## src/rtl/bsg_counter_clear_up_down_max_val.sv

```systemverilog
// bsg_counter_clear_up_down_max_val
//
// Up/down counter over 0..max_val_p with multi-unit steps, parallel load,
// clear, and either saturating or modulo (max_val_p+1) wrapping behaviour.
// Terminal-value indicators follow the registered count combinationally.
// The overflow/underflow flags are sticky. Only clear or reset zeroes them.
//
// Ports
//   clk_i        clock, rising edge
//   reset_n_i    synchronous active-low reset (count <= init_val_p, flags <= 0)
//   clear_i      zero the base count (and sticky flags); same-cycle step still applied
//   load_i       load min(load_val_i, max_val_p); step ignored, flags held
//   load_val_i   load value
//   up_i         units to add this cycle
//   down_i       units to subtract this cycle
//   count_o      registered count
//   at_max_o     count_o == max_val_p
//   at_zero_o    count_o == 0
//   overflow_o   sticky: a step went above max_val_p
//   underflow_o  sticky: a step went below 0

module bsg_counter_clear_up_down_max_val #(
    parameter int max_val_p    = 128,
    parameter int init_val_p   = 0,
    parameter int step_width_p = 1,
    parameter int wrap_p       = 0,
    localparam int ptr_width_lp = $clog2(max_val_p + 1)
) (
    input  logic                    clk_i,
    input  logic                    reset_n_i,
    input  logic                    clear_i,
    input  logic                    load_i,
    input  logic [ptr_width_lp-1:0] load_val_i,
    input  logic [step_width_p-1:0] up_i,
    input  logic [step_width_p-1:0] down_i,
    output logic [ptr_width_lp-1:0] count_o,
    output logic                    at_max_o,
    output logic                    at_zero_o,
    output logic                    overflow_o,
    output logic                    underflow_o
);

    // Two extra bits: one for the sign, one so base + up cannot overflow.
    localparam int sum_width_lp = ptr_width_lp + 2;

    localparam logic [ptr_width_lp-1:0]        max_cnt_lp  = ptr_width_lp'(max_val_p);
    localparam logic [ptr_width_lp-1:0]        init_cnt_lp = ptr_width_lp'(init_val_p);
    localparam logic signed [sum_width_lp-1:0] max_sum_lp  = sum_width_lp'(max_val_p);
    localparam logic signed [sum_width_lp-1:0] modulus_lp  = sum_width_lp'(max_val_p + 1);

    if (init_val_p > max_val_p) begin : g_bad_init
        $error("init_val_p (%0d) exceeds max_val_p (%0d)", init_val_p, max_val_p);
    end

    if (((2 ** step_width_p) - 1) > max_val_p) begin : g_bad_step
        $error("step_width_p (%0d) allows steps larger than max_val_p (%0d)",
               step_width_p, max_val_p);
    end

    logic [ptr_width_lp-1:0]        r_count;
    logic                           r_overflow;
    logic                           r_underflow;

    logic signed [sum_width_lp-1:0] w_base;
    logic signed [sum_width_lp-1:0] w_up;
    logic signed [sum_width_lp-1:0] w_down;
    logic signed [sum_width_lp-1:0] w_sum;
    logic                           w_over;
    logic                           w_under;
    logic [ptr_width_lp-1:0]        w_step_cnt;
    logic [ptr_width_lp-1:0]        w_load_cnt;

    assign w_base  = clear_i ? '0 : {2'b00, r_count};
    assign w_up    = {{(sum_width_lp - step_width_p){1'b0}}, up_i};
    assign w_down  = {{(sum_width_lp - step_width_p){1'b0}}, down_i};
    assign w_sum   = w_base + w_up - w_down;
    assign w_over  = w_sum > max_sum_lp;
    assign w_under = w_sum[sum_width_lp-1];

    // Steps never exceed max_val_p, so a single +/- modulus always lands in range.
    always_comb begin
        w_step_cnt = w_sum[ptr_width_lp-1:0];
        if (w_over) begin
            if (wrap_p != 0) begin
                w_step_cnt = ptr_width_lp'(w_sum - modulus_lp);
            end else begin
                w_step_cnt = max_cnt_lp;
            end
        end else if (w_under) begin
            if (wrap_p != 0) begin
                w_step_cnt = ptr_width_lp'(w_sum + modulus_lp);
            end else begin
                w_step_cnt = '0;
            end
        end
    end

    assign w_load_cnt = (load_val_i > max_cnt_lp) ? max_cnt_lp : load_val_i;

    always_ff @(posedge clk_i) begin
        if (!reset_n_i) begin
            r_count     <= init_cnt_lp;
            r_overflow  <= 1'b0;
            r_underflow <= 1'b0;
        end else if (load_i) begin
            r_count     <= w_load_cnt;
        end else begin
            r_count     <= w_step_cnt;
            // Clear drops the old flag, but a same-cycle event sets it again.
            r_overflow  <= (r_overflow  & ~clear_i) | w_over;
            r_underflow <= (r_underflow & ~clear_i) | w_under;
        end
    end

    always_ff @(posedge clk_i) begin
        if (reset_n_i) begin
            assert (r_count <= max_cnt_lp)
                else $error("count %0d exceeds max_val_p %0d", r_count, max_val_p);
        end
    end

    assign count_o     = r_count;
    assign at_max_o    = (r_count == max_cnt_lp);
    assign at_zero_o   = (r_count == '0);
    assign overflow_o  = r_overflow;
    assign underflow_o = r_underflow;

endmodule
```

## config.mk

```make
export PLATFORM = sky130hd
export DESIGN_NAME = bsg_counter_clear_up_down_max_val
export DESIGN_NICKNAME = d
export VERILOG_FILES = /design/src/rtl/bsg_counter_clear_up_down_max_val.sv
export SDC_FILE = /design/constraint.sdc
export NUM_CORES = 1
export LEC_CHECK = 0
export CORE_ASPECT_RATIO = 0.9
export CORE_MARGIN = 10
export CORE_UTILIZATION = 45
export DETAILED_ROUTE_END_ITERATION = 16
export PLACE_DENSITY = 0.82
export SLEW_MARGIN = 20
export SYNTH_ARGS = -nofsm -noshare
export SYNTH_HDL_FRONTEND = slang
export SYNTH_SLANG_ARGS = --single-unit
```

## constraint.sdc

```tcl
create_clock -name clk_i -period 3.3 [get_ports clk_i]
set_clock_uncertainty 0.2 [all_clocks]
set_input_delay 0.33 -clock clk_i [delete_from_list [all_inputs] [get_ports clk_i]]
set_output_delay 0.33 -clock clk_i [all_outputs]
set_load 0.01 [all_outputs]
```

Yosys cells after proc, flatten, opt, wreduce, memory -nomap -nowiden --
Cells that the tools add are included.
Storage, ports and cells: bits in registers 10, output and inout bits 12
Cells by class: bitwise operators 5, reduce and logical (&&, ||, !) cells 1, add/sub/neg operators 2, magnitude comparators 2, equal/unequal tests 1, multiplexer cells 5
Operators by type and width (count):
- $mux W8 | 5
- $gt A10 B9 Y1 const B | 1
- $sub A9 B1 Y10 | 1
- $add A8 B1 Y9 | 1
- $eq A8 B8 Y1 const B | 1
- $gt A8 B8 Y1 const B | 1
- $logic_not A8 Y1 | 1
- $and A1 B1 Y1 | 2
- $or A1 B1 Y1 | 2
- $not A1 Y1 | 1

Longest topological paths before layout --
depth in word-level cells 6, gate-level depth with buffers 11, mapped depth without buffers 11

Worst setup path after synthesis --
OpenSTA, ideal clock, no wires.
kind input to register, start in clear_i, end reg r_overflow (netlist: overflow_o), required time 2.978 ns, arrival 2.612 ns, stages 11, slack 0.366 ns, path through nand2b_1 ha_1 inv_1 ha_1 fa_1 a21o_1 a221oi_4 xor2_1 o211ai_1 a21boi_4 o311a_1
On the way: cells in the longest elaborated chain, start to end 5
Ends and longest elaborated chain:
- from (decl) | line 31 | input logic clear_i,
- $mux W8 | line 73 | assign w_base = clear_i ? '0 : {2'b00, r_count};
- $add A8 B1 Y9 | line 76 | assign w_sum = w_base + w_up - w_down;
- $sub A9 B1 Y10 | line 76
- $gt A10 B9 Y1 | line 77 | assign w_over = w_sum > max_sum_lp;
- $or A1 B1 Y1 (*) | line 110 | r_overflow <= (r_overflow & ~clear_i) | w_over;
- to (signal assigned) | line 110
- to (decl) | line 61 | logic r_overflow;
Mark *: on every way between the ends. The rest lies on a longest branch, timed or not. A chain may end at the register's enable or synchronous reset.

Final worst setup path --
Ends and elaborated chain as after synthesis.

==> metrics.csv <==
metric,value,unit
Initial Util,0.483,
Critical Path End,overflow_o,
share of layout cells above drive strength 1,0.173,
P&R area growth vs syn,41.8,%
Critical Path RT,3.26,ns
root buf cell,clkbuf_4,
"Cell Area, Placed",1290,µm²
endpoints failing setup,0,
initial antenna violation count,0,
Gate Count Post-Synth,112,
Via Count,990,
Chip Height,63.4,µm
TritonRoute pass-1 iters,4,
min Tclk post-route,3.20,ns
clk sinks,10,
Ys Warns,0,
worst flop-to-flop path startpoint,count_o[0],
worst r2r dst,overflow_o,
syn avg cell area,8.41,µm²
Max-cap violations,0,
drt drc,0,
met2 global-route usage,0.230,
WP data arrival,3.15,ns
Post-DRT Antenna Nets,0,
Post-synth EDFFs,0,
Synth Net Count,137,
Setup crit end kind,flop,
max-slew violation count,0,
P_leak,0.654,nW
reg2reg setup slack,0.31,ns
Die Area,4330,µm²
CP Class,primary input to flop,
IO Port Bufs,25,
hold path start,underflow_o,
Avg WL per Cell,16.6,µm
setup tns final,0,ns
cts hold-fix bufs,0,
Boundary Pins,26,
Max Fanout on Critical Path,3,
"CTS clk-pin slew, worst paths",0.06,ns
Worst-Skew Late Latency,0.27,ns
routing usage on met1,0.160,
post-synthesis sequential area ratio,0.212,
Post-Syn Area,942,µm²
vias per inst,5.66,
top cell type by total area after synthesis,dfxtp_1,
most common cell in the netlist,inv_1,
Final Hold Fails,0,
Yosys cell types,38,
TritonCTS clock tree,yes,
hpwl dp,2420,µm
Area contributors post-synth,"dfxtp_1 (21%), ha_1 (13%), nand2b_1 (5.3%)",
Core Area,1950,µm²
ys async rst share,0,
largest net degree at the start of global routing,9,
Max VDD drop,0.325,mV
final instance area,1340,µm²
M3 GR Usage,0.0459,
vias in the first global route,1044,
Die X,68.2,µm
final WL,2900,µm
Most Crowded Layer GR,met2,
CP Launch Point,clear_i,
Final Cycle Share,0.969,
Nets,177,
Commonest cells post-synth,"inv_1 (13), dfxtp_1 (10), ha_1 (10)",
relative slew slack,0.659,
DRC marker count from the first detailed-route iteration,73,
buffer levels on the longest clock path,2,
Tot Pwr,0.535,mW
CTS H-Tree Depth,1,
grt total ovfl,0,
total CTS buffers,3,
register bit total from synthesis,10,
unrepaired setup endpoints after global routing,false,
global-route wire length before repair,4770,µm
R2R depth,11,
pwr dens,401,nW/µm²
"Top FF cell, synth",dfxtp_1,
Final GP Congestion,0.891,
CP Launch Type,primary input,
f_max,313,MHz
worst hold path type,flop to flop,
status,completed,
# rows,15,
Synth top area share,0.212,
Antenna diodes,0,
Slew @ Worst Pin,0.509,ns
GR Util All Layers,0.138,
==> flip-flops by register name, indices dropped and copies added, names as in the netlist <==
| name | flops |
|---|---|
| count_o | 8 |
| overflow_o | 1 |
| underflow_o | 1 |
==> power by group <==
| part | switching, mW | total (mW) | internal (mW) | leakage [nW] |
|---|---|---|---|---|
| sequential | 0.0110 | 0.146 | 0.135 | 0.0820 |
| combinational | 0.148 | 0.304 | 0.156 | 0.558 |
| clock | 0.0438 | 0.0860 | 0.0423 | 0.0138 |
| total | 0.203 | 0.535 | 0.333 | 0.654 |
==> final cells by class <==
type                            instances  area (µm²)
Inverter                               13        48.8
Sequential cell                        10         200
Multi-Input combinational cell         89         704
Fill cell                             176         616
Tap cell                               25        31.3
Timing Repair Buffer                   35         329
Clock buffer                            3        22.5
==> routing by layer <==
metal	vias to the layer above	share of wire	wire length (µm)
met1	457	0.42	1210
li1	486	-	-
met3	5	0.078	225
met4	0	0.013	37
met5	-	0	0
met2	42	0.49	1430
==> cells in the final DEF (no fill, tap or decap), drive strengths merged, types with 4 or more instances in the layout <==
cell	synthesis	routed
dfxtp	10	10
buf	0	10
nand2b	8	8
nor2	6	6
nand2	9	9
clkdlybuf4s50	0	25
nand3	4	4
inv	13	13
ha	10	10
a21oi	6	6
==> stage by stage <==
step,hold WS (ns),utilization,setup WS (ns),std cells
2_1_floorplan,0.233,-,0.366,112
3_3_place_gp,0.285,0.662,-0.105,171
3_5_place_dp,0.292,0.662,-0.221,171
4_1_cts,0.312,0.673,0.0413,174
5_1_grt,0.332,0.685,0.00147,175
6_report,0.308,0.685,0.102,175
==> what timing repair did <==
action / in CTS / in global routing
resized for setup: 0 / 3
endpoints found under the setup margin: 0 / 6
setup buffers: 0 / 1
==> worst min path at each step <==
stage	slack (ns)	cells after the start	endpoint
final	0.31	2	underflow_o
after global routing	0.33	2	underflow_o
after floorplan	0.23	2	count_o[4]
after detailed placement	0.29	2	underflow_o
after global placement	0.29	2	underflow_o
after CTS	0.31	2	underflow_o
==> cells by family after synthesis <==
family,after synthesis,synth area share
adder cells (fa/ha/maj),11,0.154
AO/OA/AOI/OAI,29,0.267
XOR/XNOR,2,0.0186
flip-flops,10,0.212
AND/OR/NAND/NOR,47,0.296
buffers and inverters,13,0.0518
==> worst max-delay path, cell delays in order <==
cell and delay (ns):
clkdlybuf4s50_1 0.43, nand2b_1 0.16, ha_1 0.27, inv_1 0.04, ha_1 0.20, fa_2 0.35, a21o_1 0.19, a221oi_4 0.28
xor2_1 0.25, o211ai_1 0.14, a21boi_4 0.16, o311a_1 0.36
No activity file was read; power rests on OpenSTA's default activity.
